===== src/rtl/uart_rx_cfg_if.sv =====
// Receive-side handshake bundle of uart_rx_cfg: held word, its error flags,
// the consumer's ready, and the overrun/break event pulses.
interface uart_rx_cfg_if #(
  parameter int DATA_BITS = 8
);
  logic [DATA_BITS-1:0] data;
  logic                 valid;
  logic                 ready;
  logic                 parity_err;
  logic                 frame_err;
  logic                 overrun;
  logic                 break_det;

  modport master (
    output data, valid, parity_err, frame_err, overrun, break_det,
    input  ready
  );

  modport slave (
    input  data, valid, parity_err, frame_err, overrun, break_det,
    output ready
  );
endinterface


===== src/rtl/uart_rx_cfg.sv =====
// Configurable UART receiver: 3-sample majority voting at mid-bit, optional
// parity, 1/2 stop bits, one-word holding register with overrun/break pulses.
module uart_rx_cfg #(
  parameter int CLKS_PER_BIT = 104,
  parameter int DATA_BITS    = 8,
  parameter int PARITY       = 0,
  parameter int STOP_BITS    = 1
) (
  input  logic              clk,
  input  logic              rst,
  input  logic              rx,
  uart_rx_cfg_if.master     bus
);

  localparam int MID   = (CLKS_PER_BIT - 1) / 2;
  localparam int CNT_W = $clog2(CLKS_PER_BIT);
  localparam int IDX_W = $clog2(DATA_BITS);

  localparam logic [CNT_W-1:0] CNT_LAST  = CNT_W'(CLKS_PER_BIT - 1);
  localparam logic [CNT_W-1:0] MID_M1    = CNT_W'(MID - 1);
  localparam logic [CNT_W-1:0] MID_0     = CNT_W'(MID);
  localparam logic [CNT_W-1:0] MID_P1    = CNT_W'(MID + 1);
  localparam logic [IDX_W-1:0] DATA_LAST = IDX_W'(DATA_BITS - 1);
  localparam logic [IDX_W-1:0] STOP_LAST = IDX_W'(STOP_BITS - 1);

  typedef enum logic [2:0] {
    S_IDLE, S_START, S_DATA, S_PARITY, S_STOP
  } state_t;

  state_t               state_q, state_d;
  logic                 rx_meta_q, rx_s_q;
  logic [CNT_W-1:0]     cnt_q, cnt_d;
  logic [IDX_W-1:0]     idx_q, idx_d;
  logic                 arm_q, arm_d;
  logic [1:0]           vote_q, vote_d;
  logic [DATA_BITS-1:0] shift_q, shift_d;
  logic                 par_q, par_d;
  logic                 ferr_acc_q, ferr_acc_d;
  logic                 zero_q, zero_d;

  logic [DATA_BITS-1:0] data_q, data_d;
  logic                 valid_q, valid_d;
  logic                 perr_q, perr_d;
  logic                 ferr_q, ferr_d;
  logic                 overrun_q, overrun_d;
  logic                 brk_q, brk_d;

  logic maj, cnt_tc, at_p1, par_x;
  logic done, frame_brk, frame_ferr, frame_perr;

  assign maj    = (vote_q[0] & vote_q[1]) | (vote_q[0] & rx_s_q) | (vote_q[1] & rx_s_q);
  assign cnt_tc = (cnt_q == CNT_LAST);
  assign at_p1  = (cnt_q == MID_P1);
  assign par_x  = (^shift_q) ^ par_q;

  always_comb begin
    state_d    = state_q;
    cnt_d      = cnt_q;
    idx_d      = idx_q;
    arm_d      = arm_q;
    vote_d     = vote_q;
    shift_d    = shift_q;
    par_d      = par_q;
    ferr_acc_d = ferr_acc_q;
    zero_d     = zero_q;
    done       = 1'b0;
    frame_brk  = 1'b0;
    frame_ferr = 1'b0;
    frame_perr = (PARITY == 1) ? ~par_x : (PARITY == 2) ? par_x : 1'b0;

    if (state_q != S_IDLE) cnt_d = cnt_tc ? '0 : cnt_q + 1'b1;
    if (cnt_q == MID_M1) vote_d[0] = rx_s_q;
    if (cnt_q == MID_0)  vote_d[1] = rx_s_q;

    unique case (state_q)
      S_IDLE: begin
        // After a break the line must return high before a new start is accepted
        if (rx_s_q) arm_d = 1'b1;
        if (!rx_s_q && arm_q) begin
          state_d = S_START;
          cnt_d   = '0;
        end
      end
      S_START: begin
        if (at_p1 && maj) begin
          state_d = S_IDLE;
        end else if (cnt_tc) begin
          state_d    = S_DATA;
          idx_d      = '0;
          ferr_acc_d = 1'b0;
          zero_d     = 1'b1;
        end
      end
      S_DATA: begin
        if (at_p1) begin
          shift_d = {maj, shift_q[DATA_BITS-1:1]};
          if (maj) zero_d = 1'b0;
        end
        if (cnt_tc) begin
          idx_d = idx_q + 1'b1;
          if (idx_q == DATA_LAST) begin
            idx_d   = '0;
            state_d = (PARITY != 0) ? S_PARITY : S_STOP;
          end
        end
      end
      S_PARITY: begin
        if (at_p1) begin
          par_d = maj;
          if (maj) zero_d = 1'b0;
        end
        if (cnt_tc) begin
          idx_d   = '0;
          state_d = S_STOP;
        end
      end
      S_STOP: begin
        if (at_p1) begin
          ferr_acc_d = ferr_acc_q | ~maj;
          zero_d     = zero_q & ~maj;
          // Frame completes mid-way through the last stop bit so a following start edge is not missed
          if (idx_q == STOP_LAST) begin
            done       = 1'b1;
            frame_brk  = zero_q & ~maj;
            frame_ferr = ferr_acc_q | ~maj;
            state_d    = S_IDLE;
            cnt_d      = '0;
            if (zero_q && !maj) arm_d = 1'b0;
          end
        end else if (cnt_tc) begin
          idx_d = idx_q + 1'b1;
        end
      end
      default: state_d = S_IDLE;
    endcase
  end

  always_comb begin
    data_d    = data_q;
    perr_d    = perr_q;
    ferr_d    = ferr_q;
    valid_d   = valid_q;
    overrun_d = 1'b0;
    brk_d     = 1'b0;
    if (valid_q && bus.ready) valid_d = 1'b0;
    if (done && frame_brk) begin
      brk_d = 1'b1;
    end else if (done) begin
      if (!valid_q || bus.ready) begin
        data_d  = shift_q;
        perr_d  = frame_perr;
        ferr_d  = frame_ferr;
        valid_d = 1'b1;
      end else begin
        overrun_d = 1'b1;
      end
    end
  end

  always_ff @(posedge clk) begin
    if (rst) begin
      rx_meta_q <= 1'b1;
      rx_s_q    <= 1'b1;
      state_q   <= S_IDLE;
      cnt_q     <= '0;
      idx_q     <= '0;
      arm_q     <= 1'b1;
      data_q    <= '0;
      valid_q   <= 1'b0;
      perr_q    <= 1'b0;
      ferr_q    <= 1'b0;
      overrun_q <= 1'b0;
      brk_q     <= 1'b0;
    end else begin
      rx_meta_q <= rx;
      rx_s_q    <= rx_meta_q;
      state_q   <= state_d;
      cnt_q     <= cnt_d;
      idx_q     <= idx_d;
      arm_q     <= arm_d;
      data_q    <= data_d;
      valid_q   <= valid_d;
      perr_q    <= perr_d;
      ferr_q    <= ferr_d;
      overrun_q <= overrun_d;
      brk_q     <= brk_d;
    end
  end

  // Sample/shift datapath is fully rewritten within every frame before use
  always_ff @(posedge clk) begin
    vote_q     <= vote_d;
    shift_q    <= shift_d;
    par_q      <= par_d;
    ferr_acc_q <= ferr_acc_d;
    zero_q     <= zero_d;
  end

  assign bus.data       = data_q;
  assign bus.valid      = valid_q;
  assign bus.parity_err = perr_q;
  assign bus.frame_err  = ferr_q;
  assign bus.overrun    = overrun_q;
  assign bus.break_det  = brk_q;

endmodule


===== src/flat_wrapper.sv =====
// flat-port wrapper written by rule: the top's interface ports become plain ports
module uart_rx_cfg_flat 
#(
  parameter int CLKS_PER_BIT = 104,
  parameter int DATA_BITS    = 8,
  parameter int PARITY       = 0,
  parameter int STOP_BITS    = 1
)
  (clk, rst, rx, bus_data, bus_valid, bus_parity_err, bus_frame_err, bus_overrun, bus_break_det, bus_ready);
  uart_rx_cfg_if #(.DATA_BITS(DATA_BITS)) bus_i ();
  input  logic clk;
  input  logic rst;
  input  logic rx;
  output wire logic [$bits(bus_i.data)-1:0] bus_data;
  output wire logic [$bits(bus_i.valid)-1:0] bus_valid;
  output wire logic [$bits(bus_i.parity_err)-1:0] bus_parity_err;
  output wire logic [$bits(bus_i.frame_err)-1:0] bus_frame_err;
  output wire logic [$bits(bus_i.overrun)-1:0] bus_overrun;
  output wire logic [$bits(bus_i.break_det)-1:0] bus_break_det;
  input wire logic [$bits(bus_i.ready)-1:0] bus_ready;
  assign bus_data = bus_i.data;
  assign bus_valid = bus_i.valid;
  assign bus_parity_err = bus_i.parity_err;
  assign bus_frame_err = bus_i.frame_err;
  assign bus_overrun = bus_i.overrun;
  assign bus_break_det = bus_i.break_det;
  assign bus_i.ready = bus_ready;
  uart_rx_cfg #(.CLKS_PER_BIT(CLKS_PER_BIT), .DATA_BITS(DATA_BITS), .PARITY(PARITY), .STOP_BITS(STOP_BITS)) u_core (.clk(clk), .rst(rst), .rx(rx), .bus(bus_i));
endmodule

===== config.mk =====
export PLATFORM = sky130hd
export DESIGN_NAME = uart_rx_cfg_flat
export DESIGN_NICKNAME = d
export VERILOG_FILES = /design/src/rtl/uart_rx_cfg_if.sv /design/src/rtl/uart_rx_cfg.sv /design/src/flat_wrapper.sv
export SDC_FILE = /design/constraint.sdc
export NUM_CORES = 1
export LEC_CHECK = 0
export CORE_MARGIN = 2
export CORE_UTILIZATION = 50
export DETAILED_ROUTE_END_ITERATION = 10
export PLACE_DENSITY = 0.72
export SETUP_SLACK_MARGIN = 0.15
export SLEW_MARGIN = 40
export SYNTH_ARGS = -nofsm -noshare
export SYNTH_HDL_FRONTEND = slang
export SYNTH_SLANG_ARGS = --single-unit

===== constraint.sdc =====
create_clock -name clk -period 3.9 [get_ports clk]
set_input_delay 0.585 -clock clk [delete_from_list [all_inputs] [get_ports clk]]
set_output_delay 0.585 -clock clk [all_outputs]
set_load 0.02 [all_outputs]

==> metrics.md <==
| Metric | Value |
|---|---|
| Status | completed |
| Int Power | 579 uW |
| Nets@finish | 217 |
| DIE HEIGHT | 65.3 um |
| DRC | 0 |
| FF+latch count, synth | 40 |
| Syn avg cell area | 9.59 sq um |
| Setup CP Type | reg2reg |
| Peak Freq | 494 MHz |
| Register area | 921 sq um |
| Combinational fraction of design power | 0.088 |
| Iteration count of the initial detailed-routing pass | 4 |
| Clock sink total | 40 |
| Ys flop type | dfxtp_1 |
| Fillers | 332 |
| Detailed placement HPWL | 2.72 mm |
| Post-synthesis net count | 206 |
| CP Launch Type | flip-flop |
| RSZ-0062 raised after global routing | false |
| Worst-skew pair later-pin latency | 280 ps |
| Cts hold-fix bufs | 0 |
| Slew @ Worst Pin | 765 ps |
| Antenna diodes | 0 |
| Post-synth EDFFs | 12 |
| Row Count | 22 |
| Largest net degree at the start of global routing | 22 |
| I/O pin cnt | 17 |
| Register clock-pin slew on the reported worst setup and hold paths | 80 ps |
| Clk buf depth | 2 |
| Core Box Area | 3630 sq um |
| Multi-input combinational cell area | 878 sq um |
| Final Hold Fails | 0 |
| Starting DRT DRC Count | 182 |
| H-tree level count | 2 |
| Initial antenna violation count | 0 |
| R2R depth | 4 |
| Period utilization | 0.519 |
| Port bufs | 15 |
| Clock network power share | 0.337 |
| Final Hold Slack | 421 ps |
| Crit-path max FO | 21 |
| Async SR Flop Fraction | 0 |
| Vias/cell | 6.01 |
| MaxCap Viol Count | 0 |
| Unique masters post-synth | 47 |
| Final GP Congestion | 0.782 |
| Gr usage total | 0.200 |
| Mapped Cells | 196 |
| CTS resizes | 0 |
| Die Area | 4270 sq um |
| ANT nets after route | 0 |
| Flop pwr share | 0.576 |
| Post-CTS setup buffer count | 0 |
| Initial Util | 0.518 |
| Min Tclk post-route | 2030 ps |
| Pwr Density | 364 nW/um^2 |
| Layout area overhead | 13.3% |
| Worst Setup End Kind | flip-flop |
| HP Class | reg2reg |
| Routed len/inst | 15.2 um |
| Synthesis Warnings | 0 |
| WL final | 3.89 mm |
| Post-synthesis sequential area ratio | 0.490 |
| Root Driver | clkbuf_8 |
| Pins Over Slew Limit | 0 |
| Setup TNS | 0 ps |
| Finish-stage setup viols | 0 |
| Final Power | 776 uW |
| Routed via count | 1539 |
| First-pass GRT wire length | 6.64 mm |
| CTS tree | built |
| Hold path depth | 1 |
| Pleak | 0.742 nW |
| Setup Skew | 9.57 ps |
| Psw | 197 uW |
| Inserted Clock Buffers | 5 |
| Share of layout cells above drive strength 1 | 0.0817 |
| Vias in the first global route | 1458 |
| Sw Ratio | 0.254 |
| Final core utilization | 0.586 |
| Slew headroom | 0.483 |
| Critical Path RT | 4100 ps |
| Synth Cell Area | 1880 sq um |
| Worst ir drop on vdd | 0.172 mV |
| Gr ovfl total | 0 |
| Die width | 65.3 um |
| WP data arrival | 2230 ps |
-- per-layer routing --
metal  up-vias  routed length [um]  GRT usage
met5         -                   0          0
met4         0                  60     0.0729
met3         9                 237     0.0497
met2        61                1820      0.319
met1       731                1770      0.264
li1        738                   -          -
-- power by group through the flow --
stage	Sequential [mW]	Combinational [mW]	Clock [mW]
finish	0.446	0.0680	0.261
global route	0.448	0.0740	0.286
CTS	0.446	0.0658	0.267
detailed placement	0.455	0.0655	0
global placement	0.454	0.0624	0
floorplan	0.447	0.0552	0
-- worst paths after layout --
check	slack, ps	endpoint	start
min	420	u_core.rx_s_q	u_core.rx_meta_q
min reg2reg	420	u_core.rx_s_q	u_core.rx_meta_q
max	1870	u_core.bus.frame_err	u_core.state_q[2]
max reg2reg	1870	u_core.bus.frame_err	u_core.state_q[2]
-- placed cells by master, fill, tap and decap left out, drive strengths merged, types with 3 or more instances in the layout --
cell           instances
dfxtp                 28
a21oi                 17
clkdlybuf4s50         15
nand3                 14
edfxtp                12
o21ai                 12
nand2                 11
nor2                   9
inv                    8
nand4                  8
nor3                   7
ha                     6
clkbuf                 6
a31oi                  4
and3                   4
nor4b                  3
a21o                   3
and2                   3
nor3b                  3
-- synth_stat cells (all sizes together), types with 2 or more instances --
master   n  area [sq um]
nand3   14          70.1
nand2b   2          12.5
ha       6          75.1
nor4b    3          26.3
xor2     2          17.5
nor2     9          33.8
a31oi    4          25.0
o21ai   12          60.1
nor4     2          12.5
inv      8          30.0
and3     4          25.0
xnor2    2          17.5
o21a     2          15.0
a21o     3          22.5
nor2b    2          12.5
edfxtp  12           360
nor3     7          35.0
clkbuf   9          33.8
nor3b    3          33.8
or2      2          12.5
and4b    2          20.0
nand4    8          50.1
a311oi   2          23.8
a21oi   17          88.8
dfxtp   28           561
nand2   11          41.3
buf      3          17.5
and2     3          18.8
-- area by class of cell --
class | count | area share
tap | 48 | 0.0282
sequential | 40 | 0.432
multi-input combinational | 136 | 0.412
inverter | 8 | 0.0141
timing repair buffer | 16 | 0.0740
clock inverter | 2 | 0.00528
clock buffer | 6 | 0.0341
-- metrics by stage --
| stage | area (sq um) | std cells | worst slack [ps] |
|---|---|---|---|
| 2_1_floorplan | 1880 | 196 | 2340 |
| 3_3_place_gp | 2050 | 248 | 1770 |
| 3_5_place_dp | 2050 | 248 | 1710 |
| 4_1_cts | 2130 | 256 | 1880 |
| 5_1_grt | 2130 | 256 | 1680 |
| 6_report | 2130 | 256 | 1870 |
-- critical path: stages (launching register included) --
cell and delay, ps:
dfxtp_1 710, or3b_4 470, nor3b_4 420, a21oi_2 110, a311oi_2 240
-- flip-flops by register name (all words and copies together) (netlist names) --
| signal | count |
|---|---|
| u_core.cnt_q | 7 |
| u_core.shift_q | 8 |
| u_core.rx_meta_q | 1 |
| u_core.bus.data | 8 |
| u_core.rx_s_q | 1 |
| u_core.bus.valid | 1 |
| u_core.bus.overrun | 1 |
| u_core.bus.break_det | 1 |
| u_core.idx_q | 3 |
| u_core.zero_q | 1 |
| u_core.bus.frame_err | 1 |
| u_core.ferr_acc_q | 1 |
| u_core.state_q | 3 |
| u_core.vote_q | 2 |
| u_core.arm_q | 1 |
-- logic make-up (layout without fill, tap and decap cells) --
logic type / count (synthesis) / in the layout / share of synthesized area
compound gates: 44 / 44 / 0.144
simple gates: 78 / 78 / 0.246
flops: 40 / 40 / 0.490
other cells: 1 / 1 / 0.00199
fa+ha+maj: 7 / 7 / 0.0459
mux: 2 / 2 / 0.0113
buf+inv: 20 / 32 / 0.0432
xor+xnor: 4 / 4 / 0.0186
No activity file was read; power rests on OpenSTA's default activity.
